==> src/rtl/prog_clock_divider.sv <==
// Runtime-programmable clock divider: square-wave or tick output, divisor
// loaded through a valid/ready handshake and applied only at period boundaries.
module prog_clock_divider #(
    parameter int unsigned WIDTH       = 16,
    parameter int unsigned DEFAULT_DIV = 10
) (
    input  logic             clk,
    input  logic             rst,
    input  logic             en,
    input  logic             sync_clr,
    input  logic             mode,
    input  logic [WIDTH-1:0] div_in,
    input  logic             load_valid,
    output logic             load_ready,
    output logic             div_clk,
    output logic             tick,
    output logic [WIDTH-1:0] cur_div
);

    localparam logic [WIDTH-1:0] DEF_D = WIDTH'(DEFAULT_DIV);
    localparam logic [WIDTH-1:0] MIN_D = WIDTH'(2);
    localparam logic [WIDTH-1:0] ONE   = WIDTH'(1);

    logic [WIDTH-1:0] count;
    logic [WIDTH-1:0] pend;

    logic [WIDTH-1:0] count_nx;
    logic [WIDTH-1:0] pend_nx;
    logic [WIDTH-1:0] d_nx;
    logic [WIDTH-1:0] low_len;
    logic [WIDTH-1:0] clamped;
    logic             ready_nx;
    logic             div_clk_nx;
    logic             tick_nx;
    logic             xfer;
    logic             wrap;
    logic             apply;

    // Low phase is the longer half for odd divisors.
    assign low_len = cur_div - (cur_div >> 1);
    // Divisors below 2 cannot form a period; store them as 2.
    assign clamped = (div_in < MIN_D) ? MIN_D : div_in;

    // Next-state for counter, divisor slot and registered outputs.
    always_comb begin
        count_nx   = count;
        pend_nx    = pend;
        d_nx       = cur_div;
        ready_nx   = load_ready;
        div_clk_nx = div_clk;
        tick_nx    = 1'b0;

        xfer  = load_valid && load_ready;
        wrap  = en && (count == cur_div - ONE);
        // The slot is full exactly when load_ready is low.
        apply = !load_ready && (sync_clr || wrap || !en);

        if (sync_clr) begin
            count_nx   = '0;
            div_clk_nx = 1'b0;
        end else if (wrap) begin
            count_nx   = '0;
            tick_nx    = 1'b1;
            div_clk_nx = mode ? 1'b1 : (count >= low_len);
        end else if (en) begin
            count_nx   = count + ONE;
            div_clk_nx = mode ? 1'b0 : (count >= low_len);
        end

        if (apply) begin
            d_nx     = pend;
            ready_nx = 1'b1;
        end

        // A value captured now never lands in d this edge; it waits for the next boundary.
        if (xfer) begin
            pend_nx  = clamped;
            ready_nx = 1'b0;
        end
    end

    // State and output registers with synchronous active-low reset.
    always_ff @(posedge clk) begin
        if (!rst) begin
            count      <= '0;
            pend       <= DEF_D;
            cur_div    <= DEF_D;
            load_ready <= 1'b1;
            div_clk    <= 1'b0;
            tick       <= 1'b0;
        end else begin
            count      <= count_nx;
            pend       <= pend_nx;
            cur_div    <= d_nx;
            load_ready <= ready_nx;
            div_clk    <= div_clk_nx;
            tick       <= tick_nx;
        end
    end

endmodule

==> config.mk <==
export PLATFORM = sky130hd
export DESIGN_NAME = prog_clock_divider
export DESIGN_NICKNAME = d
export VERILOG_FILES = /design/src/rtl/prog_clock_divider.sv
export SDC_FILE = /design/constraint.sdc
export NUM_CORES = 1
export LEC_CHECK = 0
export BUFFER_PORTS_ARGS = -buffer_cell sky130_fd_sc_hd__buf_2
export CAP_MARGIN = 20
export CORE_ASPECT_RATIO = 0.75
export CORE_MARGIN = 8
export CORE_UTILIZATION = 60
export DETAILED_ROUTE_END_ITERATION = 8
export GPL_TIMING_DRIVEN = 0
export PLACE_DENSITY = 0.81
export SYNTH_ARGS = -nofsm -noshare
export SYNTH_HDL_FRONTEND = slang
export SYNTH_SLANG_ARGS = --single-unit
==> constraint.sdc <==
create_clock -name clk -period 3.7 [get_ports clk]
set_input_delay 0.185 -clock clk [delete_from_list [all_inputs] [get_ports clk]]
set_output_delay 0.185 -clock clk [all_outputs]
set_load 0.02 [all_outputs]
==> results.py, run 1 <==
metrics = {
    "status": {
        "status": "complete, no violations",
    },
    "final_layout": {
        "drive_above_1_share_pct": 12.0,
        "fill_cells": 545,
        "multi_input_area_um2": 2680,
        "areaGrowthSynthToFinish_pct": 10.2,
        "final_core_util_pct": 68.7,
        "num_antenna_cells": 0,
        "nNetsFinal": 596,
        "regArea_um2": 1020,
    },
    "sta": {
        "max_freq_mhz": 293,
        "rsz0062_at_grt": "no",
        "final_hold_viol_count": 0,
        "slew_headroom_pct": 68.9,
        "setup_viol_count_final": 0,
        "finalCritPeriodShare_pct": 92.2,
        "drv_slew": 0,
        "fin_crit_ps": 3410,
        "setup-tns-final_ps": 0,
        "worstMarginPinSlew_ps": 466,
        "finClkSkew_ps": 5.41,
        "worst_slack_ps": 290,
    },
    "setup_path": {
        "path_buf_inv": 1,
        "slowest_delay_ps": 630,
        "critPathSlowestCell": "or4_1",
        "critPathLaunch": "cur_div[11]",
        "rr_worst_depth": 10,
        "regToRegStartpoint": "cur_div[11]",
        "cp.arrival_ps": 3620,
        "crit_fanout": 8,
        "critPathKind": "register to register",
        "critPathCaptureType": "register",
        "crit_family": "simple AND/OR/NAND/NOR gates",
        "crit_chain": "inv_1, ha_1, or4_1, nor3_1, nand3_1, a2111o_1, o311ai_0, ha_1, o41ai_1, nor3_1",
        "cp-start-kind": "register",
        "reg2reg_slack_ps": 290,
        "crit_required_ps": 3910,
        "r2r_end": "div_clk",
    },
    "routing": {
        "drtAntennaViolNets": 0,
        "vias": 3427,
        "viasPerCell": 5.65,
        "first_iter_violations": 213,
        "wl_met1_um": 4750,
        "routed_wl_um": 9830,
        "dr.pass1.iters": 5,
        "dr_wl_met3_um": 538,
        "highest_layer": "met4",
        "detail_route.wl_per_cell_um": 16.2,
        "routed-wl-met2_um": 4440,
        "drc_errors": 0,
    },
    "floorplanning": {
        "start_util_pct": 62.4,
        "core-area_um2": 6320,
        "die-area_um2": 9450,
        "ios": 41,
        "rows": 25,
        "die_w_um": 110,
        "die_y_um": 86.2,
    },
    "synthesis": {
        "ys_warn_count": 0,
        "synth_ff_type": "dfxtp_1",
        "synth-edff-count": 0,
        "synth_nets": 550,
        "syn-instance-count": 479,
        "syn_area_per_cell_um2": 8.23,
        "ys_seq_elements": 51,
        "synthArstFlopShare_pct": 0,
        "yosysUniqueCellTypes": 58,
        "synth_seq_area_share_pct": 25.9,
        "syn_area_um2": 3940,
    },
    "global_route": {
        "grt_usage_pct": 21.0,
        "grt_pass1_vias": 3235,
        "antenna_found_initial": 0,
        "grt_start_max_net_pins": 17,
        "gr-total-overflow": 0,
        "grt_pass1_wl_um": 15700,
    },
    "clock_network": {
        "ctsHoldBuffers": 0,
        "clk_pin_slew_worst_paths_ps": 100,
        "cts_setup_buffers": 0,
        "cts_tree": "built",
        "clock_sinks": 51,
        "cts.htree.levels": 2,
        "clock_path_buffers": 2,
        "clk_latency_ps": 320,
        "numCtsBuffers": 5,
        "clockRootBuffer": "clkbuf_8",
        "ctsResizeCount": 0,
    },
    "power": {
        "vdd_drop_max_mv": 0.163,
        "powerDensity_nw_per_um2": 279,
        "p_leak_nw": 1.85,
    },
    "min_path": {
        "min_path_cells": 3,
        "whs_endpoint": "pend[3]",
        "hold_start": "div_in[3]",
        "min_path_type": "input port to register",
    },
    "place": {
        "dpl_worst_slack_ps": 365,
        "dpl.hpwl_um": 8030,
        "place_congestion": 0.889,
        "port_buffers": 39,
    },
    "job": {
        "cap_violations": 0,
    },
}
## state kept, by name (all words and copies together) (netlist names)
name,cells
count,16
cur_div,16
pend,16
div_clk,1
load_ready,1
tick,1
## logic make-up (layout without fill, tap and decap cells)
logic type / Yosys count / count (layout) / share of synthesized area (%)
flops: 51 / 51 / 25.9
compound gates: 76 / 76 / 13.7
simple gates: 182 / 182 / 21.9
xor+xnor: 51 / 51 / 11.5
buf+inv: 51 / 98 / 6.35
mux: 19 / 19 / 4.89
fa+ha+maj: 49 / 49 / 15.7
## metrics by stage
stage | total power [mW] | hold WS (ps) | cell area (um^2) | cells
after floorplan | 0.786 | 307 | 3940 | 479
after global placement | 0.850 | 419 | 4240 | 599
after detailed placement | 0.863 | 428 | 4240 | 599
after CTS | 1.21 | 93.7 | 4340 | 607
after global routing | 1.27 | 102 | 4340 | 607
final | 1.21 | 99.3 | 4340 | 607
## final cells by class
type	count	share of cell area, %
inverter	36	3.11
buffer	15	2.65
timing repair buffer	39	4.49
sequential	51	23.5
clock inverter	2	0.375
clock buffer	6	1.90
tap	81	2.33
multi-input combinational	377	61.6
## tightest hold or removal path, stage by stage
cell and delay (ps):
buf_2 90, nand2_1 50, nand3_1 70
## metal layers
metal	GRT usage, %	up-vias
met3	3.41	11
met1	28.6	1595
met2	33.2	83
met4	5.75	0
li1	-	1738
met5	0	-
## Yosys cell counts, types with 3 or more instances
cell type | count | area [um^2]
a211oi_1 | 4 | 30.0
a21boi_0 | 13 | 97.6
a21o_1 | 7 | 52.6
a21oi_1 | 13 | 65.1
a31oi_1 | 4 | 25.0
and3_1 | 3 | 18.8
and4_1 | 3 | 26.3
clkbuf_1 | 7 | 26.3
dfxtp_1 | 51 | 1020
ha_1 | 48 | 601
inv_1 | 36 | 135
mux2i_1 | 17 | 170
nand2_1 | 76 | 285
nand2b_1 | 5 | 31.3
nand3_1 | 6 | 30.0
nand4_1 | 11 | 68.8
nor2_1 | 38 | 143
nor2b_1 | 10 | 62.6
nor3_1 | 11 | 55.1
nor4_1 | 5 | 31.3
o211ai_1 | 3 | 22.5
o21ai_0 | 7 | 35.0
xnor2_1 | 32 | 280
xor2_1 | 18 | 158
## cells in the final DEF, fill, tap and decap left out, types with 3 or more instances in the layout
cell,netlist,routed
nand2_1,76,76
dfxtp_1,51,51
ha_1,48,48
buf_2,2,41
nor2_1,38,38
inv_1,36,36
xnor2_1,32,32
xor2_1,18,18
mux2i_1,17,17
a21oi_1,13,13
a21boi_0,13,13
nor3_1,11,11
nand4_1,11,11
nor2b_1,10,10
clkbuf_8,2,8
clkbuf_1,7,7
a21o_1,7,7
o21ai_0,7,7
nand3_1,6,6
nand2b_1,5,5
nor4_1,5,5
a211oi_1,4,4
a31oi_1,4,4
o211ai_1,3,3
and3_1,3,3
and4_1,3,3
## power by group
part	total (mW)	switching, mW	internal (mW)	leakage (nW)
combinational	0.280	0.161	0.119	1.38
clock	0.355	0.202	0.153	0.0474
sequential	0.578	0.0135	0.564	0.414
## worst max-delay path by stage
stage	cells past startpoint	slack [ps]	endpoint
after global placement	15	410	div_clk
after global routing	15	70	div_clk
after floorplan	10	620	div_clk
after detailed placement	10	360	div_clk
after CTS	15	320	div_clk
final	10	290	div_clk
Note: power is estimated with default switching activity, not from simulation.
==> run 2: changes to the inputs <==
==> constraint.sdc (replaced) <==
create_clock -name clk -period 4.3 [get_ports clk]
set_input_delay 0.215 -clock clk [delete_from_list [all_inputs] [get_ports clk]]
set_output_delay 0.215 -clock clk [all_outputs]
set_load 0.02 [all_outputs]
==> run 2 against run 1 <==
  * Total power down 14%
  * Worst setup slack improved by 580 ps
  * Clock power fell by 14%
  * Flip-flop and latch count did not move
  * Clock skew barely moved
  * Worst hold slack improved by 31 ps
  * Sequential power is 14% lower
  * Utilization decreased by 0.079 points
  * Via count up 0.55%
  * Global-route usage unchanged
  * Clock-buffer cell count is the same
  * Largest power group unchanged
==> results.py, run 2 (synthesis results as in run 1) <==
metrics = {
    "floorplanning": {
        "start_util_pct": 62.4,
        "die_y_um": 86.2,
        "die_w_um": 110,
        "rows": 25,
        "ios": 41,
        "core-area_um2": 6320,
        "die-area_um2": 9450,
    },
    "clock_network": {
        "numCtsBuffers": 5,
        "clock_sinks": 51,
        "cts.htree.levels": 2,
        "clk_pin_slew_worst_paths_ps": 100,
        "clk_latency_ps": 320,
        "ctsHoldBuffers": 0,
        "ctsResizeCount": 0,
        "clock_path_buffers": 2,
        "cts_setup_buffers": 0,
        "clockRootBuffer": "clkbuf_8",
        "cts_tree": "built",
    },
    "min_path": {
        "min_path_cells": 3,
        "hold_start": "div_in[3]",
        "whs_endpoint": "pend[3]",
        "min_path_type": "input port to register",
    },
    "global_route": {
        "grt_usage_pct": 21.0,
        "grt_start_max_net_pins": 17,
        "grt_pass1_wl_um": 15700,
        "gr-total-overflow": 0,
        "antenna_found_initial": 0,
        "grt_pass1_vias": 3235,
    },
    "setup_path": {
        "regToRegStartpoint": "cur_div[0]",
        "critPathKind": "register to register",
        "reg2reg_slack_ps": 870,
        "rr_worst_depth": 15,
        "critPathCaptureType": "register",
        "critPathLaunch": "cur_div[0]",
        "crit_required_ps": 4550,
        "crit_fanout": 7,
        "cp-start-kind": "register",
        "cp.arrival_ps": 3680,
        "r2r_end": "div_clk",
    },
    "sta": {
        "final_hold_viol_count": 0,
        "fin_crit_ps": 3430,
        "setup_viol_count_final": 0,
        "setup-tns-final_ps": 0,
        "worst_slack_ps": 868,
        "slew_headroom_pct": 68.9,
        "finalCritPeriodShare_pct": 79.8,
        "max_freq_mhz": 291,
        "finClkSkew_ps": 5.90,
        "drv_slew": 0,
        "rsz0062_at_grt": "no",
        "worstMarginPinSlew_ps": 466,
    },
    "power": {
        "vdd_drop_max_mv": 0.140,
        "seq_power_share_pct": 47.7,
        "comb_power_share_pct": 23.0,
        "p_leak_nw": 1.84,
        "power.switching_mw": 0.324,
        "swShare_pct": 31.1,
        "p_clk_share_pct": 29.3,
        "powerDensity_nw_per_um2": 240,
        "p_int_mw": 0.719,
    },
    "routing": {
        "routed_wl_um": 9830,
        "detail_route.wl_per_cell_um": 16.2,
        "drc_errors": 0,
        "drtAntennaViolNets": 0,
        "viasPerCell": 5.68,
        "vias": 3446,
        "dr.pass1.iters": 5,
        "first_iter_violations": 201,
    },
    "final_layout": {
        "nNetsFinal": 596,
        "final_cell_mix": "nand2_1 (76), dfxtp_1 (51), ha_1 (48)",
        "final_area_um2": 4340,
        "areaGrowthSynthToFinish_pct": 10.0,
        "drive_above_1_share_pct": 11.8,
        "num_antenna_cells": 0,
        "final_common_cell": "nand2_1",
        "largestRegisters": "count (16), cur_div (16), pend (16)",
    },
    "status": {
        "status": "complete, no violations",
    },
    "place": {
        "port_buffers": 39,
        "dpl.hpwl_um": 8030,
        "placed_area_um2": 4240,
        "dpl_worst_slack_ps": 965,
        "place_congestion": 0.889,
    },
    "job": {
        "cap_violations": 0,
    },
}
-- run 2: changes by cell type in the layout (fill, tap and decap cells not counted) --
cell	before	now
o31ai_1	1	2
o31ai_2	1	0
-- run 2: worst max-delay path by stage --
stage	endpoint	slack, ps	depth (start not counted)
after floorplan	div_clk	1220	10
after global placement	div_clk	1010	15
after detailed placement	div_clk	960	10
after CTS	div_clk	920	15
after global routing	div_clk	580	15
final	div_clk	870	15
-- run 2: cell type report --
class	instances	area, um^2
Clock buffer	6	82.6
Buffer	15	115
Sequential cell	51	1020
Timing Repair Buffer	39	195
Fill cell	547	1980
Clock inverter	2	16.3
Inverter	36	135
Tap cell	81	101
Multi-Input combinational cell	377	2670
-- run 2: metrics by stage --
| step | hold WS [ps] | total power, mW | std cells | utilization, % |
|---|---|---|---|---|
| floorplan | 337 | 0.676 | 479 | - |
| global placement | 449 | 0.731 | 599 | 67.1 |
| detailed placement | 451 | 0.743 | 599 | 67.1 |
| CTS | 124 | 1.04 | 607 | 68.7 |
| global route | 132 | 1.09 | 607 | 68.7 |
| finish | 130 | 1.04 | 607 | 68.7 |
-- run 2: critical path, stage by stage (launching register included) --
cell and delay [ps]:
dfxtp_1 460, inv_1 110, ha_1 220, inv_1 70
fa_1 190, nand2b_1 80, a21oi_1 210, o21bai_1 140
a21o_1 230, o31ai_1 360, a311oi_1 170, ha_1 300
nand3_1 130, a2111oi_0 400, a21oi_1 120, nor3_1 160
-- run 2: power by group through the flow --
stage,clock network (mW),logic (mW),registers [mW]
floorplan,0,0.166,0.510
global placement,0,0.223,0.508
detailed placement,0,0.235,0.508
CTS,0.309,0.236,0.497
global route,0.325,0.264,0.500
finish,0.306,0.240,0.497
-- run 2: metal layers --
layer / vias to the layer above / track usage, % / wire length [um]
met4: 0 / 5.75 / 105
met2: 88 / 33.2 / 4440
li1: 1740 / - / -
met3: 11 / 3.41 / 547
met1: 1607 / 28.6 / 4740
met5: - / 0 / 0
